--- src/rtl/exec_flag_stage_pkg.sv ---
// Shared definitions for the execute-stage back end.
//   - Datapath widths used as parameter defaults by the interface and the top.
//   - 5-bit opcode constants.
//   - Bit positions of ZF/NF/CF inside the packed flag vector.
//   - Run/halt FSM state encoding.
//   - Opcode-class helpers: which ops set flags, and which write the register file.
package exec_flag_stage_pkg;

    localparam int unsigned DataWidth    = 16;
    localparam int unsigned OpWidth      = 5;
    localparam int unsigned RegAddrWidth = 3;

    typedef logic [OpWidth-1:0] opcode_t;

    localparam opcode_t OpNop   = 5'd0;
    localparam opcode_t OpHalt  = 5'd1;
    localparam opcode_t OpLoad  = 5'd2;
    localparam opcode_t OpStore = 5'd3;
    localparam opcode_t OpLdih  = 5'd4;
    localparam opcode_t OpAdd   = 5'd5;
    localparam opcode_t OpAddi  = 5'd6;
    localparam opcode_t OpAddc  = 5'd7;
    localparam opcode_t OpSub   = 5'd8;
    localparam opcode_t OpSubi  = 5'd9;
    localparam opcode_t OpSubc  = 5'd10;
    localparam opcode_t OpCmp   = 5'd11;
    localparam opcode_t OpAnd   = 5'd12;
    localparam opcode_t OpOr    = 5'd13;
    localparam opcode_t OpXor   = 5'd14;
    localparam opcode_t OpSll   = 5'd15;
    localparam opcode_t OpSla   = 5'd16;
    localparam opcode_t OpSrl   = 5'd17;
    localparam opcode_t OpSra   = 5'd18;
    localparam opcode_t OpJump  = 5'd19;
    localparam opcode_t OpJmpr  = 5'd20;
    localparam opcode_t OpBz    = 5'd21;
    localparam opcode_t OpBnz   = 5'd22;
    localparam opcode_t OpBn    = 5'd23;
    localparam opcode_t OpBnn   = 5'd24;
    localparam opcode_t OpBc    = 5'd25;
    localparam opcode_t OpBnc   = 5'd26;
    // 27..31 are unassigned and behave as NOP.

    // Flag vector layout: {ZF, NF, CF}
    localparam int unsigned FlagCIdx = 0;
    localparam int unsigned FlagNIdx = 1;
    localparam int unsigned FlagZIdx = 2;

    typedef enum logic [1:0] {
        StIdle   = 2'd0,
        StRun    = 2'd1,
        StHalted = 2'd2
    } state_e;

    // Arithmetic, compare, logic and shift ops update {ZF, NF, CF}.
    function automatic logic op_sets_flags(input opcode_t op);
        return op inside {OpAdd, OpAddi, OpAddc, OpSub, OpSubi, OpSubc, OpCmp,
                          OpAnd, OpOr, OpXor, OpSll, OpSla, OpSrl, OpSra};
    endfunction

    // Ops that produce a register-file write in the write-back stage.
    function automatic logic op_writes_reg(input opcode_t op);
        return op inside {OpLoad, OpLdih, OpAdd, OpAddi, OpAddc, OpSub, OpSubi,
                          OpSubc, OpAnd, OpOr, OpXor, OpSll, OpSla, OpSrl, OpSra};
    endfunction

endpackage

--- src/rtl/exec_flag_stage_if.sv ---
// EX-side inputs and EX/MEM-side outputs of the execute back end, bundled.
//   master: upstream/control side (drives EX slot, ALU result, enable/stall).
//   slave : the exec_flag_stage itself (drives flags, redirect, EX/MEM, halted).
interface exec_flag_stage_if
    import exec_flag_stage_pkg::*;
#(
    parameter int unsigned DATA_W = DataWidth,
    parameter int unsigned OP_W   = OpWidth,
    parameter int unsigned REG_AW = RegAddrWidth
);
    // Control and EX slot
    logic              enable;
    logic              stall;
    logic              ex_valid;
    logic [OP_W-1:0]   ex_op;
    logic [REG_AW-1:0] ex_dest;
    logic [DATA_W-1:0] ex_store_data;
    logic [DATA_W-1:0] alu_out;
    logic              alu_cf;

    // Flags and redirect
    logic              cf_to_alu;
    logic              flag_zf;
    logic              flag_nf;
    logic              flag_cf;
    logic              br_taken;
    logic [DATA_W-1:0] br_target;

    // EX/MEM register and status
    logic              mem_valid;
    logic [OP_W-1:0]   mem_op;
    logic [DATA_W-1:0] mem_result;
    logic [DATA_W-1:0] mem_store_data;
    logic [REG_AW-1:0] mem_dest;
    logic              mem_we;
    logic              mem_reg_we;
    logic              halted;

    modport master (
        output enable, stall, ex_valid, ex_op, ex_dest, ex_store_data, alu_out, alu_cf,
        input  cf_to_alu, flag_zf, flag_nf, flag_cf, br_taken, br_target,
        input  mem_valid, mem_op, mem_result, mem_store_data, mem_dest, mem_we,
        input  mem_reg_we, halted
    );

    modport slave (
        input  enable, stall, ex_valid, ex_op, ex_dest, ex_store_data, alu_out, alu_cf,
        output cf_to_alu, flag_zf, flag_nf, flag_cf, br_taken, br_target,
        output mem_valid, mem_op, mem_result, mem_store_data, mem_dest, mem_we,
        output mem_reg_we, halted
    );

endinterface

--- src/rtl/exec_flag_stage_branch_cond.sv ---
// Branch condition decode (combinational).
//   op_i    : opcode in EX
//   flags_i : committed flag register {ZF, NF, CF}
//   taken_o : 1 when the op redirects given those flags (unconditional for jumps)
module exec_flag_stage_branch_cond
    import exec_flag_stage_pkg::*;
(
    input  opcode_t    op_i,
    input  logic [2:0] flags_i,
    output logic       taken_o
);

    always_comb begin
        taken_o = 1'b0;
        case (op_i)
            OpJump, OpJmpr: taken_o = 1'b1;
            OpBz:           taken_o = flags_i[FlagZIdx];
            OpBnz:          taken_o = ~flags_i[FlagZIdx];
            OpBn:           taken_o = flags_i[FlagNIdx];
            OpBnn:          taken_o = ~flags_i[FlagNIdx];
            OpBc:           taken_o = flags_i[FlagCIdx];
            OpBnc:          taken_o = ~flags_i[FlagCIdx];
            default:        taken_o = 1'b0;
        endcase
    end

endmodule

--- src/rtl/exec_flag_stage.sv ---
// Execute-stage back end, downstream of the combinational ALU.
//   clock, reset : single clock; synchronous active-high reset
//   bus (slave)  : enable/stall control, EX slot (valid, op, dest, store data),
//                  ALU result/carry in; flag register, cf_to_alu feedback, branch
//                  redirect (br_taken/br_target), EX/MEM register and halted out.
// Owns the {ZF, NF, CF} flag register, resolves jumps/branches against the
// committed flags, holds the EX/MEM pipeline register and the run/halt FSM.
module exec_flag_stage
    import exec_flag_stage_pkg::*;
#(
    parameter int unsigned DATA_W = DataWidth,
    parameter int unsigned OP_W   = OpWidth,
    parameter int unsigned REG_AW = RegAddrWidth
) (
    input logic               clock,
    input logic               reset,
    exec_flag_stage_if.slave  bus
);

    state_e            state_q;
    logic              halted_q;
    logic [2:0]        flags_q;

    logic              mem_valid_q;
    logic [OP_W-1:0]   mem_op_q;
    logic [DATA_W-1:0] mem_result_q;
    logic [DATA_W-1:0] mem_store_data_q;
    logic [REG_AW-1:0] mem_dest_q;
    logic              mem_we_q;
    logic              mem_reg_we_q;

    logic              accept;
    logic              cond_taken;

    // An EX instruction is consumed only while running, unstalled and valid.
    // Reset is folded in so the redirect is quiet during a reset cycle.
    assign accept = ~reset && (state_q == StRun) && ~bus.stall && bus.ex_valid;

    exec_flag_stage_branch_cond u_branch_cond (
        .op_i    (bus.ex_op),
        .flags_i (flags_q),
        .taken_o (cond_taken)
    );

    // Run/halt FSM; halted is registered alongside the state.
    always_ff @(posedge clock) begin
        if (reset) begin
            state_q  <= StIdle;
            halted_q <= 1'b0;
        end else begin
            unique case (state_q)
                StIdle: begin
                    if (bus.enable) begin
                        state_q <= StRun;
                    end
                end
                StRun: begin
                    if (accept && (bus.ex_op == OpHalt)) begin
                        state_q  <= StHalted;
                        halted_q <= 1'b1;
                    end
                end
                StHalted: begin
                    state_q <= StHalted;
                end
                default: begin
                    state_q  <= StIdle;
                    halted_q <= 1'b0;
                end
            endcase
        end
    end

    // Flag register: only accepted flag-setting ops update it.
    always_ff @(posedge clock) begin
        if (reset) begin
            flags_q <= 3'b000;
        end else if (accept && op_sets_flags(bus.ex_op)) begin
            flags_q[FlagZIdx] <= (bus.alu_out == '0);
            flags_q[FlagNIdx] <= bus.alu_out[DATA_W-1];
            flags_q[FlagCIdx] <= bus.alu_cf;
        end
    end

    // EX/MEM register: bubble outside RUN, hold on stall, bubble on an empty slot.
    always_ff @(posedge clock) begin
        if (reset || (state_q != StRun) || (~bus.stall && ~bus.ex_valid)) begin
            mem_valid_q      <= 1'b0;
            mem_op_q         <= OpNop;
            mem_result_q     <= '0;
            mem_store_data_q <= '0;
            mem_dest_q       <= '0;
            mem_we_q         <= 1'b0;
            mem_reg_we_q     <= 1'b0;
        end else if (~bus.stall) begin
            mem_valid_q      <= 1'b1;
            mem_op_q         <= bus.ex_op;
            mem_result_q     <= bus.alu_out;
            mem_store_data_q <= bus.ex_store_data;
            mem_dest_q       <= bus.ex_dest;
            mem_we_q         <= (bus.ex_op == OpStore);
            mem_reg_we_q     <= op_writes_reg(bus.ex_op);
        end
    end

    assign bus.cf_to_alu      = flags_q[FlagCIdx];
    assign bus.flag_zf        = flags_q[FlagZIdx];
    assign bus.flag_nf        = flags_q[FlagNIdx];
    assign bus.flag_cf        = flags_q[FlagCIdx];
    assign bus.br_taken       = accept & cond_taken;
    assign bus.br_target      = bus.alu_out;
    assign bus.mem_valid      = mem_valid_q;
    assign bus.mem_op         = mem_op_q;
    assign bus.mem_result     = mem_result_q;
    assign bus.mem_store_data = mem_store_data_q;
    assign bus.mem_dest       = mem_dest_q;
    assign bus.mem_we         = mem_we_q;
    assign bus.mem_reg_we     = mem_reg_we_q;
    assign bus.halted         = halted_q;

endmodule

--- src/flat_wrapper.sv ---
// flat-port wrapper written by rule: the top's interface ports become plain ports
module exec_flag_stage_flat import exec_flag_stage_pkg::*;
#(
    parameter int unsigned DATA_W = DataWidth,
    parameter int unsigned OP_W   = OpWidth,
    parameter int unsigned REG_AW = RegAddrWidth
)
  (clock, reset, bus_enable, bus_stall, bus_ex_valid, bus_ex_op, bus_ex_dest, bus_ex_store_data, bus_alu_out, bus_alu_cf, bus_cf_to_alu, bus_flag_zf, bus_flag_nf, bus_flag_cf, bus_br_taken, bus_br_target, bus_mem_valid, bus_mem_op, bus_mem_result, bus_mem_store_data, bus_mem_dest, bus_mem_we, bus_mem_reg_we, bus_halted);
  exec_flag_stage_if #(.DATA_W(DATA_W), .OP_W(OP_W), .REG_AW(REG_AW)) bus_i ();
  input logic clock;
  input logic reset;
  input wire logic [$bits(bus_i.enable)-1:0] bus_enable;
  input wire logic [$bits(bus_i.stall)-1:0] bus_stall;
  input wire logic [$bits(bus_i.ex_valid)-1:0] bus_ex_valid;
  input wire logic [$bits(bus_i.ex_op)-1:0] bus_ex_op;
  input wire logic [$bits(bus_i.ex_dest)-1:0] bus_ex_dest;
  input wire logic [$bits(bus_i.ex_store_data)-1:0] bus_ex_store_data;
  input wire logic [$bits(bus_i.alu_out)-1:0] bus_alu_out;
  input wire logic [$bits(bus_i.alu_cf)-1:0] bus_alu_cf;
  output wire logic [$bits(bus_i.cf_to_alu)-1:0] bus_cf_to_alu;
  output wire logic [$bits(bus_i.flag_zf)-1:0] bus_flag_zf;
  output wire logic [$bits(bus_i.flag_nf)-1:0] bus_flag_nf;
  output wire logic [$bits(bus_i.flag_cf)-1:0] bus_flag_cf;
  output wire logic [$bits(bus_i.br_taken)-1:0] bus_br_taken;
  output wire logic [$bits(bus_i.br_target)-1:0] bus_br_target;
  output wire logic [$bits(bus_i.mem_valid)-1:0] bus_mem_valid;
  output wire logic [$bits(bus_i.mem_op)-1:0] bus_mem_op;
  output wire logic [$bits(bus_i.mem_result)-1:0] bus_mem_result;
  output wire logic [$bits(bus_i.mem_store_data)-1:0] bus_mem_store_data;
  output wire logic [$bits(bus_i.mem_dest)-1:0] bus_mem_dest;
  output wire logic [$bits(bus_i.mem_we)-1:0] bus_mem_we;
  output wire logic [$bits(bus_i.mem_reg_we)-1:0] bus_mem_reg_we;
  output wire logic [$bits(bus_i.halted)-1:0] bus_halted;
  assign bus_i.enable = bus_enable;
  assign bus_i.stall = bus_stall;
  assign bus_i.ex_valid = bus_ex_valid;
  assign bus_i.ex_op = bus_ex_op;
  assign bus_i.ex_dest = bus_ex_dest;
  assign bus_i.ex_store_data = bus_ex_store_data;
  assign bus_i.alu_out = bus_alu_out;
  assign bus_i.alu_cf = bus_alu_cf;
  assign bus_cf_to_alu = bus_i.cf_to_alu;
  assign bus_flag_zf = bus_i.flag_zf;
  assign bus_flag_nf = bus_i.flag_nf;
  assign bus_flag_cf = bus_i.flag_cf;
  assign bus_br_taken = bus_i.br_taken;
  assign bus_br_target = bus_i.br_target;
  assign bus_mem_valid = bus_i.mem_valid;
  assign bus_mem_op = bus_i.mem_op;
  assign bus_mem_result = bus_i.mem_result;
  assign bus_mem_store_data = bus_i.mem_store_data;
  assign bus_mem_dest = bus_i.mem_dest;
  assign bus_mem_we = bus_i.mem_we;
  assign bus_mem_reg_we = bus_i.mem_reg_we;
  assign bus_halted = bus_i.halted;
  exec_flag_stage #(.DATA_W(DATA_W), .OP_W(OP_W), .REG_AW(REG_AW)) u_core (.clock(clock), .reset(reset), .bus(bus_i));
endmodule
--- config.mk ---
export PLATFORM = sky130hd
export DESIGN_NAME = exec_flag_stage_flat
export DESIGN_NICKNAME = d
export VERILOG_FILES = /design/src/rtl/exec_flag_stage_pkg.sv /design/src/rtl/exec_flag_stage_if.sv /design/src/rtl/exec_flag_stage_branch_cond.sv /design/src/rtl/exec_flag_stage.sv /design/src/flat_wrapper.sv
export SDC_FILE = /design/constraint.sdc
export NUM_CORES = 1
export LEC_CHECK = 0
export ABC_CLOCK_PERIOD_IN_PS = 1890
export CAP_MARGIN = 20
export CELL_PAD_IN_SITES_DETAIL_PLACEMENT = 1
export CELL_PAD_IN_SITES_GLOBAL_PLACEMENT = 2
export CORE_UTILIZATION = 35
export CTS_CLUSTER_DIAMETER = 120
export DETAILED_ROUTE_END_ITERATION = 16
export DONT_BUFFER_PORTS = 1
export PLACE_DENSITY_LB_ADDON = 0.1
export SYNTH_ARGS = -nofsm -noshare
export SYNTH_HDL_FRONTEND = slang
export SYNTH_SLANG_ARGS = --single-unit
--- constraint.sdc ---
create_clock -name clock -period 1.89 [get_ports clock]
set_input_delay 0.378 -clock clock [delete_from_list [all_inputs] [get_ports clock]]
set_output_delay 0.378 -clock clock [all_outputs]
set_load 0.05 [all_outputs]
### Word-level counts from Yosys, hierarchy flattened

Index checks and enable logic that the tools add are counted.
Widths: inputs -> output; s select.

| word-level totals | value |
|---|---|
| input bits | 46 |
| output and inout port bits | 65 |
| bits in registers | 49 |
| logic and storage cells | 71 |

| operators by class | value |
|---|---|
| bitwise gates (word level) | 8 |
| muxes and demuxes | 6 |
| reduce and logical (&&, ||, !) cells | 16 |
| eq/ne operators | 31 |

Operators with widths:

| operator | count |
|---|---|
| $eq 5x5->1 const B | 11 |
| $eq 5x4->1 const B | 8 |
| $eq 5x3->1 const B | 4 |
| $logic_not 16->1 | 1 |
| $reduce_bool 15->1 | 1 |
| $reduce_bool 14->1 | 1 |
| $eq 5x2->1 const B | 2 |
| $not 1->1 | 7 |
| $pmux 1 s7 | 1 |
| $logic_and 1x1->1 | 6 |
| $pmux 2 s3 | 1 |
| $eq 5x1->1 const B | 1 |
| $mux 2 | 2 |
| $ne 2x2->1 const B | 2 |
| $reduce_and 2->1 | 2 |
| $reduce_or 2->1 | 2 |
| $eq 2x1->1 const B | 1 |
| $eq 2x2->1 const B | 1 |
| $logic_not 2->1 | 1 |
| $logic_or 1x1->1 | 2 |
| $ne 2x1->1 const B | 1 |
| $pmux 1 s2 | 1 |
| $and 1x1->1 | 1 |
| $mux 1 | 1 |

### Longest topological paths before layout

| logic depth | value |
|---|---|
| word-level depth | 7 |
| depth in mapped cells | 6 |
| gate-level depth less buffers | 6 |

### Hierarchy

A second synthesis with hierarchy kept.

| second synthesis, totals | value |
|---|---|
| cells, all modules | 221 |
| area total of the unflattened synthesis | 2137.0 um2 |

Modules (own cells, without submodules):

| module | area each (um2) | instances | seq. area each (um2) | cells each |
|---|---|---|---|---|
| exec_flag_stage | 2057.0 | 1 | 980.9 | 208 |
| exec_flag_stage_branch_cond | 80.1 | 1 | 0.0 | 13 |

### Least setup slack after synthesis

No wires, ideal clock.

| timing | value |
|---|---|
| kind | register to output |
| start point | register u_core.flags_q[2] |
| end point | output port bus_br_taken |
| required time | 1512 ps |
| slack | -906 ps |
| data arrival time | 2418 ps |
| path buffers | 0 |
| cell stages (with the launch flop) | 5 |
| cells stage by stage | dfxtp_1 -> mux2i_1 -> a2bb2oi_1 -> or2_2 -> a211oi_1 |

| on the way | value |
|---|---|
| cells in the longest elaborated chain, start to end | 3 |

Ends and longest elaborated chain:

| element | RTL line | text |
|---|---|---|
| start: declaration | exec_flag_stage.sv:22 | `logic [2:0] flags_q;` |
| start signal: indexed assignment | exec_flag_stage.sv:79 | `flags_q[FlagZIdx] <= (bus.alu_out == '0);` |
| start signal: indexed assignment | exec_flag_stage.sv:80 | `flags_q[FlagNIdx] <= bus.alu_out[DATA_W-1];` |
| start signal: indexed assignment | exec_flag_stage.sv:81 | `flags_q[FlagCIdx] <= bus.alu_cf;` |
| $not 1->1 | exec_flag_stage_branch_cond.sv:18 | `OpBnz: taken_o = ~flags_i[FlagZIdx];` |
| $pmux 1 s7 (*) | exec_flag_stage_branch_cond.sv:15 | `case (op_i)` |
| $and 1x1->1 (*) | exec_flag_stage.sv:110 | `assign bus.br_taken = accept & cond_taken;` |
| end: declaration | flat_wrapper.sv:24 | `output wire logic [$bits(bus_i.br_taken)-1:0] bus_br_taken;` |

Every way passes the cells marked *; elsewhere a longest branch is shown, timed or not.

### Worst setup path after layout

Ends and elaborated chain as after synthesis.

==> impl_results.html <==
<table>
<tr><th>Metric</th><th>Value</th></tr>
<tr><th colspan="2">STA</th></tr>
<tr><td>Fmax</td><td>512.9 MHz</td></tr>
<tr><td>Unrepaired setup endpoints after global routing</td><td>yes</td></tr>
<tr><td>Final-report setup violation count</td><td>1</td></tr>
<tr><td>Number of pins with negative max-slew slack in the final report</td><td>0</td></tr>
<tr><td>Max transition margin</td><td>around 63%</td></tr>
<tr><td>Worst Setup Slack, final</td><td>-0.05953 ns</td></tr>
<tr><td>Endpoints failing hold</td><td>0</td></tr>
<tr><td>Post-route worst hold slack</td><td>0.1318 ns</td></tr>
<tr><td>Setup tns final</td><td>-0.05953 ns</td></tr>
<tr><td>Slew at the pin closest to its max-slew limit</td><td>about 0.55 ns</td></tr>
<tr><td>Max Clock Skew</td><td>0.005323 ns</td></tr>
<tr><td>Post-route minimum period</td><td>~2 ns</td></tr>
<tr><td>Post-route fraction of the period consumed by the critical path</td><td>103.1%</td></tr>
<tr><th colspan="2">Placed design</th></tr>
<tr><td>Gpl congestion</td><td>0.6643</td></tr>
<tr><td>Number of input and output port buffers inserted</td><td>0</td></tr>
<tr><td>Post-Place Setup Slack</td><td>between 0.1 and 0.15 ns</td></tr>
<tr><td>Half-perimeter wire length after placement</td><td>~3500 um</td></tr>
<tr><th colspan="2">Critical path</th></tr>
<tr><td>CP bufs+invs</td><td>1</td></tr>
<tr><td>Endpoint class of the critical path</td><td>primary output</td></tr>
<tr><td>CP Depth</td><td>5</td></tr>
<tr><td>Crit path cell chain</td><td>mux2i_1 &gt; a2bb2oi_1 &gt; or2_4 &gt; a211oi_4 &gt; buf_12</td></tr>
<tr><td>Worst Reg-to-Reg Cells</td><td>6</td></tr>
<tr><td>Cell type group with the largest total delay on the critical path</td><td>flip-flops</td></tr>
<tr><td>Register-to-register setup slack</td><td>between 0.2 and 0.25 ns</td></tr>
<tr><td>Crit Path Max Fanout</td><td>2</td></tr>
<tr><td>Slowest stage cell, crit path</td><td>sky130_fd_sc_hd__dfxtp_4</td></tr>
<tr><td>Critical path startpoint category</td><td>flip-flop</td></tr>
<tr><td>Path type of the worst setup path</td><td>reg2out</td></tr>
<tr><td>Max stage delay on crit path</td><td>0.36 ns</td></tr>
<tr><td>Worst endpoint data arrival time</td><td>between 1.5 and 2 ns</td></tr>
<tr><td>Required time of the worst setup path</td><td>1.51 ns</td></tr>
<tr><th colspan="2">Die</th></tr>
<tr><td>Height of the chip</td><td>approximately 80 um</td></tr>
<tr><td>Starting Density</td><td>36.35%</td></tr>
<tr><td>Die width</td><td>80.42 um</td></tr>
<tr><td>I/O pin count</td><td>111</td></tr>
<tr><td>Area of the core</td><td>5921 sq um</td></tr>
<tr><td>FP Rows</td><td>28</td></tr>
<tr><td>Die footprint</td><td>6467 sq um</td></tr>
<tr><th colspan="2">Pwr</th></tr>
<tr><td>Proportion of total power due to net switching</td><td>29.30%</td></tr>
<tr><td>Pwr Density</td><td>894.7 nW/um^2</td></tr>
<tr><td>IR Drop Worst-Case VDD</td><td>~0.00034 V</td></tr>
<tr><td>Final Power</td><td>between 2 and 2.5 mW</td></tr>
<tr><td>Proportion of power drawn by the clock network</td><td>29.8%</td></tr>
<tr><td>Leakage power</td><td>0.9211 nW</td></tr>
<tr><td>Int Power</td><td>1.458 mW</td></tr>
<tr><td>Switch Pwr</td><td>0.6042 mW</td></tr>
<tr><td>Combinational share of power</td><td>12.2%</td></tr>
<tr><td>Sequential group share of total power</td><td>57.9%</td></tr>
<tr><th colspan="2">Hold path</th></tr>
<tr><td>Hold path cells</td><td>1</td></tr>
<tr><td>Min-Delay Path Class</td><td>in2reg</td></tr>
<tr><th colspan="2">CTS</th></tr>
<tr><td>Maximum count of clock buffers along a single path</td><td>2</td></tr>
<tr><td>Htree depth</td><td>2</td></tr>
<tr><td>Reg clk slew, reported paths</td><td>around 0.09 ns</td></tr>
<tr><td>Clock latency of the later-clocked register in the worst-skew pair</td><td>about 0.30 ns</td></tr>
<tr><td>TritonCTS Buffers</td><td>5</td></tr>
<tr><td>CTS root buffer</td><td>sky130_fd_sc_hd__clkbuf_8</td></tr>
<tr><td>Clock tree from TritonCTS</td><td>yes</td></tr>
<tr><td>CTS sink cnt</td><td>49</td></tr>
<tr><th colspan="2">Route</th></tr>
<tr><td>Detail Route Antenna Nets</td><td>0</td></tr>
<tr><td>Remaining routing DRC violations</td><td>0</td></tr>
<tr><td>Wire length per cell</td><td>16.98 um</td></tr>
<tr><td>Vias</td><td>about 1500</td></tr>
<tr><td>First-pass detailed-route iteration total</td><td>2</td></tr>
<tr><td>Number of vias per cell after detailed routing</td><td>between 5 and 6</td></tr>
<tr><td>Final Routed Wirelength</td><td>4823 um</td></tr>
<tr><td>DRT iter0 DRCs</td><td>between 50 and 60</td></tr>
<tr><th colspan="2">Cells and area</th></tr>
<tr><td>Number of nets in the final layout</td><td>257</td></tr>
<tr><td>Diode insertion count for antenna repair</td><td>0</td></tr>
<tr><td>Area growth from synthesis to layout</td><td>7.093%</td></tr>
<tr><td>Final standard cell utilization of the core</td><td>38.93%</td></tr>
<tr><td>Sequential cell area in the final layout</td><td>987.2 sq um</td></tr>
<tr><td>FILL cells</td><td>662</td></tr>
<tr><td>Multi-input logic area</td><td>1022 sq um</td></tr>
<tr><td>Share of post-route cells with drive strength above 1</td><td>14.35%</td></tr>
<tr><td>Commonest cells after routing, fill and taps aside</td><td>sky130_fd_sc_hd__nor2_1 (46), sky130_fd_sc_hd__dfxtp_1 (46), sky130_fd_sc_hd__mux2i_1 (43)</td></tr>
<tr><th colspan="2">Global routing</th></tr>
<tr><td>Total gr overflow</td><td>0</td></tr>
<tr><td>Gr usage total</td><td>between 10% and 20%</td></tr>
<tr><td>Number of global-route vias before repair</td><td>1585</td></tr>
<tr><td>Antenna violations before repair</td><td>0</td></tr>
<tr><td>Global-route wire length before repair</td><td>7410 um</td></tr>
<tr><td>Largest net degree at the start of global routing</td><td>49</td></tr>
<tr><th colspan="2">Outcome</th></tr>
<tr><td>Result of the run</td><td>finished with violations</td></tr>
<tr><td>Violated checks</td><td>negative setup slack</td></tr>
<tr><th colspan="2">Synthesis</th></tr>
<tr><td>Gate count of the mapped netlist</td><td>221</td></tr>
<tr><td>Share of synthesized area occupied by flip-flops and latches</td><td>45.58%</td></tr>
<tr><td>Number of flip-flops and latches in the synthesized netlist</td><td>49</td></tr>
<tr><td>Synth Warn #</td><td>0</td></tr>
<tr><td>Synth unique cells</td><td>34</td></tr>
<tr><td>Mapped Nets</td><td>270</td></tr>
<tr><td>Post-Synthesis Cell Area</td><td>2152 sq um</td></tr>
<tr><td>Average footprint of a synthesized cell</td><td>a little under 10 sq um</td></tr>
<tr><th colspan="2">Job</th></tr>
<tr><td>Number of maximum-capacitance violations</td><td>0</td></tr>
</table>
-- sequential cells by signal (all words and copies together) (netlist names), 2 cells and up --
name	cells
u_core.bus.mem_op	5
u_core.flags_q	3
u_core.bus.mem_dest	3
u_core.state_q	2
u_core.bus.mem_result	16
u_core.bus.mem_store_data	16
-- per-stage QoR --
stage / area [sq um] / instances
final: 2305 / 284
after global routing: 2305 / 284
after CTS: 2253 / 282
after detailed placement: 2147 / 273
after global placement: 2147 / 273
after floorplan: 2173 / 221
-- timing repair --
item,4_1_cts,5_1_grt
buffers inserted,1,1
hold endpoints to repair,0,0
hold buffers,0,0
pin swaps,2,1
cloned,0,0
resized for setup,2,2
endpoints found under the setup margin,1,3
-- Yosys cell counts --
library cell	number	area share, %
sky130_fd_sc_hd__a21o_2	1	0.41
sky130_fd_sc_hd__a21oi_1	7	1.6
sky130_fd_sc_hd__o21ai_1	1	0.23
sky130_fd_sc_hd__a221oi_2	1	0.70
sky130_fd_sc_hd__and2b_1	1	0.35
sky130_fd_sc_hd__buf_4	17	5.9
sky130_fd_sc_hd__dfxtp_1	49	46
sky130_fd_sc_hd__o41ai_4	1	1.3
sky130_fd_sc_hd__buf_2	4	0.93
sky130_fd_sc_hd__a41o_1	1	0.47
sky130_fd_sc_hd__inv_1	6	1.0
sky130_fd_sc_hd__o21ai_0	3	0.70
sky130_fd_sc_hd__or3b_2	1	0.41
sky130_fd_sc_hd__nor3b_1	1	0.35
sky130_fd_sc_hd__ha_1	3	1.7
sky130_fd_sc_hd__nor2_1	46	8.0
sky130_fd_sc_hd__a211o_1	1	0.41
sky130_fd_sc_hd__or3_4	1	0.52
sky130_fd_sc_hd__nor3_1	3	0.70
sky130_fd_sc_hd__nor4_1	5	1.5
sky130_fd_sc_hd__nand2b_1	4	1.2
sky130_fd_sc_hd__and3_1	1	0.29
sky130_fd_sc_hd__nor2b_1	2	0.58
sky130_fd_sc_hd__nand2_1	3	0.52
sky130_fd_sc_hd__a2bb2oi_1	1	0.41
sky130_fd_sc_hd__clkbuf_1	6	1.0
sky130_fd_sc_hd__or2_2	1	0.29
sky130_fd_sc_hd__or3_1	1	0.29
sky130_fd_sc_hd__nand3_1	1	0.23
sky130_fd_sc_hd__a211oi_2	1	0.58
sky130_fd_sc_hd__mux2i_1	43	20
sky130_fd_sc_hd__buf_6	1	0.52
sky130_fd_sc_hd__a211oi_1	2	0.70
sky130_fd_sc_hd__nand4bb_1	1	0.52
-- path summary, 6_finish.rpt --
| check | from | end |
|---|---|---|
| min | reset | u_core.state_q[0] |
| max | u_core.flags_q[2] | bus_br_taken |
| min reg2reg | u_core.flags_q[1] | u_core.flags_q[1] |
| max reg2reg | u_core.state_q[0] | u_core.flags_q[2] |
-- layer usage --
layer / up-vias / track usage, % / routed length [um]
met1: 681 / 15.71 / 1831
met5: - / 0 / 0
met2: 79 / 26.53 / 2419
met3: 5 / 6.591 / 519
li1: 705 / - / -
met4: 0 / 5.179 / 53
-- kinds of logic (layout without fill, tap and decap cells) --
logic type | count (synthesis) | in the layout | synth area share (%)
compound gates | 20 | 20 | 7.499
fa+ha+maj | 3 | 3 | 1.744
buf+inv | 34 | 22 | 9.476
mux | 43 | 43 | 20.00
flops | 49 | 49 | 45.58
simple gates | 72 | 72 | 15.70
-- final cells by class --
cell class / instances / area share (%)
clock buffers: 6 / 3.149
well taps: 75 / 4.072
repair buffers: 8 / 4.017
flip-flops and latches: 49 / 42.83
multi-input cells: 138 / 44.35
clock inverters: 2 / 0.5972
inverters: 6 / 0.9772
-- worst register-to-register path: stages (launching register included) --
cell and delay, ns:
sky130_fd_sc_hd__dfxtp_1 0.41, sky130_fd_sc_hd__ha_4 0.20, sky130_fd_sc_hd__nand4bb_4 0.13, sky130_fd_sc_hd__buf_4 0.16, sky130_fd_sc_hd__a221oi_2 0.35, sky130_fd_sc_hd__nor3b_1 0.10
sky130_fd_sc_hd__a41o_1 0.21
-- power groups by stage --
stage | Clock (mW) | Sequential (mW) | Combinational (mW)
global placement | 0 | 1.22 | 0.212
floorplan | 0 | 1.21 | 0.306
global route | 0.692 | 1.20 | 0.281
detailed placement | 0 | 1.22 | 0.228
finish | 0.615 | 1.19 | 0.252
CTS | 0.653 | 1.20 | 0.237
Note: power is estimated with default switching activity, not from simulation.
==> RTL change 1, RTL diff (config.mk and constraints unchanged) <==
Re-encode `state_e` (3 states) as one-hot, 3 bits wide.
--- a/src/rtl/exec_flag_stage_pkg.sv
+++ b/src/rtl/exec_flag_stage_pkg.sv
@@ -46,10 +46,10 @@
     localparam int unsigned FlagNIdx = 1;
     localparam int unsigned FlagZIdx = 2;
 
-    typedef enum logic [1:0] {
-        StIdle   = 2'd0,
-        StRun    = 2'd1,
-        StHalted = 2'd2
+    typedef enum logic [2:0] {
+        StIdle   = 3'b001,
+        StRun    = 3'b010,
+        StHalted = 3'b100
     } state_e;
 
     // Arithmetic, compare, logic and shift ops update {ZF, NF, CF}.
Behaviour: same outputs for any inputs over 10 cycles, from zero or initial values and one cycle with reset high; not proved beyond that.
==> RTL change 1 against the original RTL <==
Non-clock buffer count grew 2. Cell area shrank 0.54%. Clock skew about the same. Setup slack improved by 0.087 ns. Final cell count up 1.4%. Count of clock-buffer cells in the layout increased by 1. Critical path depth unchanged. Hold slack worse by 0.0014 ns. Routed wire length is 8.1% higher. Sequential cell count is 1 higher. Maximum frequency increased by 4.7%. Synthesized area up 0.29%. Largest cell class is now sequential cells.
Power is not compared: it rests on default switching activity, and its combinational part moved more than twofold at a synthesized area within 25%.
==> RTL change 1: results (changes against the original RTL) <==
Final layout:
- The number of nets in the layout is 258 (+0.39%).
- The fraction of layout cells with a size suffix above 1 is 0.1362 (-0.007390).
- The final standard cell count with taps included and fillers excluded was 288 (+1.4%).

Logic synthesis:
- In the post-synthesis netlist, the biggest area contributors are sky130_fd_sc_hd__dfxtp_1 (46%), sky130_fd_sc_hd__mux2i_1 (19%), sky130_fd_sc_hd__nor2_1 (7.8%), sky130_fd_sc_hd__buf_4 (6.6%), sky130_fd_sc_hd__a21oi_1 (1.6%).
- The synthesized-area fraction occupied by adder cells is 0 (-0.01744).
- The most used flip-flop cell after synthesis is sky130_fd_sc_hd__dfxtp_1.
- By count the netlist is led by sky130_fd_sc_hd__dfxtp_1 (50), sky130_fd_sc_hd__nor2_1 (45), sky130_fd_sc_hd__mux2i_1 (41).
- The distinct cell type count after synthesis is 36 (+5.9%).
- The post-synthesis mux area share was 0.1901 (-0.009855).
- The synthesized area per cell is 9.635 um^2 (-1.1%).
- The post-synth net total is 270 (unchanged).
- The portion of the post-synthesis area used by sequential elements is 0.4638 (+0.007954).
- The xor and xnor fraction of the mapped netlist area came to 0.004058 (+0.004058).

Critical path:
- The destination of the worst register-to-register timing path is u_core.state_q[2].
- The worst setup slack for register-to-register paths is 0.58 ns (+0.34 ns).
- The startpoint identified for the worst register-to-register timing path is u_core.state_q[0].
- The arrival time at the worst endpoint is 1.48 ns (-0.09 ns).
- The depth of the most critical reg-to-reg path is 4 (-2).

Clock network:
- The number of buffers on the longest clock path is 2 (unchanged).
- The clock-pin slew on the worst setup and hold paths was 0.09 ns (about the same).

Die:
- The number of rows created at floorplan is 28 (unchanged).

Placement:
- The number of placed cells counting well taps came to 277 (+1.5%).
- The half-perimeter wire length of the detailed placement result is 3761 um (+7.3%).
- The final RePlAce weighted congestion is 0.7473 (+12%).

Route:
- The ratio of routed vias to standard cells was 5.326 (+2.9%).
- The number of DRC markers after the initial detailed-route iteration was 41 (-28%).
- The first-pass iteration count of the detailed router came to 4 (+2).
- The wire length per cell is 18.10 um (+6.6%).

Timing:
- The remaining max-slew budget at the tightest pin was 0.6416 (+0.007308).
- The worst hold slack across all endpoints is 0.1304 ns (-0.001373 ns).
- The worst clock skew is 0.004987 ns (-0.0003365 ns).

Global routing:
- The via count of the first global-routing pass came to 1,562 (-1.5%).
- The global-route total usage across every layer was 0.1648 (+0.01461).
- The wire length of the first global-routing pass is 7852 um (+6.0%).

Run status:
- The flow ran to the end, and the final reports show no timing, DRC or antenna violations.
RTL change 1: cell count changes after synthesis, moves of 3 or more:
cell	before	now
sky130_fd_sc_hd__inv_1	6	2
sky130_fd_sc_hd__buf_2	4	7
sky130_fd_sc_hd__clkbuf_1	6	2
sky130_fd_sc_hd__ha_1	3	0
sky130_fd_sc_hd__nor4_1	5	1
sky130_fd_sc_hd__o21ai_0	3	6
sky130_fd_sc_hd__nor2b_1	2	5
RTL change 1: worst max-delay path, delay by kind of cell, from the launching register on:
family / cells / cell delay, ns
AOI/OAI and AO/OA: 1 / 0.14
DFF: 1 / 0.36
and+or+nand+nor: 3 / 0.53
buffers and inverters: 1 / 0.15
RTL change 1: layout make-up:
cell class                      count  share of cell area
Clock buffer                        7             0.03330
Multi-Input combinational cell    143              0.4296
Tap cell                           75             0.04094
Inverter                            2            0.003275
Sequential cell                    50              0.4416
Clock inverter                      1             0.01310
Timing Repair Buffer               10             0.03821
RTL change 1: per-layer routing:
layer / vias up / global-route usage / wire, um
li1: 721 / - / -
met5: - / 0 / 0
met3: 8 / 0.06023 / 429
met1: 746 / 0.1716 / 2019
met4: 0 / 0.06250 / 79
met2: 59 / 0.2983 / 2684
RTL change 1: where the power goes:
part           switching (mW)  internal, mW
Sequential             0.0183          1.06
Clock                   0.358         0.397
Combinational          0.0407        0.0630
RTL change 1: logic make-up after synthesis:
logic type / after synthesis
AO/OA/AOI/OAI: 25
XOR/XNOR: 1
buffers and inverters: 31
flip-flops: 50
multiplexers: 41
AND/OR/NAND/NOR: 76
RTL change 1: per-stage QoR:
stage	area, um^2	setup TNS [ns]	total power [mW]	setup WS [ns]
floorplan	2172	0	1.306	0.05302
global placement	2150	0	1.196	0.2134
detailed placement	2150	0	1.203	0.1813
CTS	2290	0	1.947	0.001462
global route	2292	-0.05418	2.009	-0.05418
finish	2292	0	1.934	0.02714
RTL change 1: repair_timing:
| action | CTS | global route |
|---|---|---|
| buffers inserted | 3 | 0 |
| endpoints found under the hold margin | 0 | 0 |
| pin swaps | 3 | 1 |
| gates resized for setup | 6 | 2 |
| setup endpoints to repair | 1 | 1 |
RTL change 1: worst max path at each step:
stage,depth (start not counted),end,slack (ns),startpoint
floorplan,5,bus_br_taken,0.05,bus_ex_op[2]
global placement,4,u_core.flags_q[2],0.21,bus_alu_out[4]
detailed placement,4,u_core.flags_q[2],0.18,bus_alu_out[4]
CTS,5,bus_br_taken,0.001,u_core.flags_q[2]
global route,5,bus_br_taken,-0.05,u_core.flags_q[2]
finish,5,bus_br_taken,0.03,u_core.state_q[0]
==> RTL change 2, RTL diff (same flow settings) <==
Without the edit above. The package constant `RegAddrWidth` goes from 3 to 5.
--- a/src/rtl/exec_flag_stage_pkg.sv
+++ b/src/rtl/exec_flag_stage_pkg.sv
@@ -8,7 +8,7 @@
 
     localparam int unsigned DataWidth    = 16;
     localparam int unsigned OpWidth      = 5;
-    localparam int unsigned RegAddrWidth = 3;
+    localparam int unsigned RegAddrWidth = 5;
 
     typedef logic [OpWidth-1:0] opcode_t;
 
Ports: changed (resized bus_ex_dest and bus_mem_dest); port bits go from 111 to 115. No check against the original RTL was run, so the function may have changed too.
==> RTL change 2 against the original RTL <==
The flow still finishes with violations (setup timing). Power is 3.6% higher. Sequential cell count grew 2. Cell area up 1.6%. Non-clock buffer count fell by 3. Via count grew 0.61%. Core utilization decreased by 0.077 points. Maximum frequency decreased by 2.2%. Final cell count rose by 1.1%. Routed wire length up 7.0%. Synthesized area is 3.3% higher. Setup slack got worse by 0.044 ns. Hold slack got worse by 0.0027 ns. Clock skew barely moved. Critical path type unchanged. Critical endpoint unchanged.
==> RTL change 2: results (changes against the original RTL) <==
Run status:
- The flow ran to the end, but the final reports show violations.
- The checks that failed: setup timing.

Route:
- The first-pass iteration count of the detailed router came to 3 (+1).
- The routed length on met2 is 2618 um (+8.2%).
- The routed length on met1 was 2014 um (+10%).
- The via count is 1,479 (+0.61%).

Logic synthesis:
- The post-synth net total is 278 (+3.0%).
- The portion of the post-synthesis area used by sequential elements was 0.4595 (+0.003646).
- The commonest cells after synthesis are sky130_fd_sc_hd__dfxtp_1 (51), sky130_fd_sc_hd__nor2_1 (48), sky130_fd_sc_hd__mux2i_1 (45).

Timing:
- The number of endpoints failing setup at the final stage is 1 (unchanged).
- The worst hold slack across all endpoints is 0.1291 ns (-0.002702 ns).
- The final critical-path setup slack is -0.1040 ns (-0.04449 ns).
- The total negative slack for setup checks is -0.1040 ns (-0.04449 ns).

Global routing:
- The global-route total usage across every layer came to 0.1538 (+0.003667).
- The met3 global-route usage was 0.06667 (+0.0007576).
- The met2 capacity usage during global routing came to 0.2592 (-0.006088).
- The largest net degree at the start of global routing is 51 (+4.1%).
- The wire length of the first global-routing pass was 7583 um (+2.3%).

Final layout:
- The number of nets in the layout is 262 (+1.9%).
- The filler cell count in the final layout is 691 (+4.4%).
- The design area is 2341 um^2 (+1.6%).
- The fraction of layout cells with a size suffix above 1 is 0.1226 (-0.02090).

Critical path:
- The destination of the worst register-to-register timing path is u_core.flags_q[0].
- The arrival time at the worst endpoint is 1.62 ns (+0.05 ns).

Placement:
- The worst-case setup slack after placement was 0.1021 ns (-0.02214 ns).

Power:
- The peak supply drop is 0.3428 mV (+1.3%).
## RTL change 2: cells by family after synthesis
| kind of cell | after synthesis | share of synthesized area |
|---|---|---|
| buf+inv | 34 | 0.09290 |
| flops | 51 | 0.4595 |
| mux | 45 | 0.2027 |
| compound gates | 20 | 0.07263 |
| simple gates | 74 | 0.1554 |
| fa+ha+maj | 3 | 0.01689 |
## RTL change 2: power by group through the flow
| stage | combinational [mW] | sequential, mW | clock (mW) |
|---|---|---|---|
| 5_1_grt | 0.269 | 1.25 | 0.747 |
| 6_report | 0.241 | 1.24 | 0.653 |
| 3_5_place_dp | 0.230 | 1.27 | 0 |
| 4_1_cts | 0.239 | 1.24 | 0.692 |
| 3_3_place_gp | 0.216 | 1.26 | 0 |
| 2_1_floorplan | 0.311 | 1.26 | 0 |
## RTL change 2: what timing repair did
| action | CTS | global route |
|---|---|---|
| pin swaps | 1 | 0 |
| cloned | 0 | 0 |
| hold endpoints to repair | 0 | 0 |
| gates resized for setup | 2 | 0 |
| endpoints found under the setup margin | 1 | 1 |
| buffers inserted | 0 | 0 |
## RTL change 2: critical path, delay by kind of cell (launching register included)
| family | cells | cell delay [ns] |
|---|---|---|
| flip-flops | 1 | 0.36 |
| AO/OA/AOI/OAI | 2 | 0.35 |
| AND/OR/NAND/NOR | 1 | 0.24 |
| multiplexers | 1 | 0.20 |
| buffers and inverters | 1 | 0.17 |
## RTL change 2: layout make-up
| class | count | share of cell area |
|---|---|---|
| Clock inverter | 1 | 0.003741 |
| Tap cell | 75 | 0.04009 |
| Sequential cell | 51 | 0.4388 |
| Multi-Input combinational cell | 142 | 0.4441 |
| Timing Repair Buffer | 5 | 0.02672 |
| Inverter | 6 | 0.009621 |
| Clock buffer | 7 | 0.03688 |
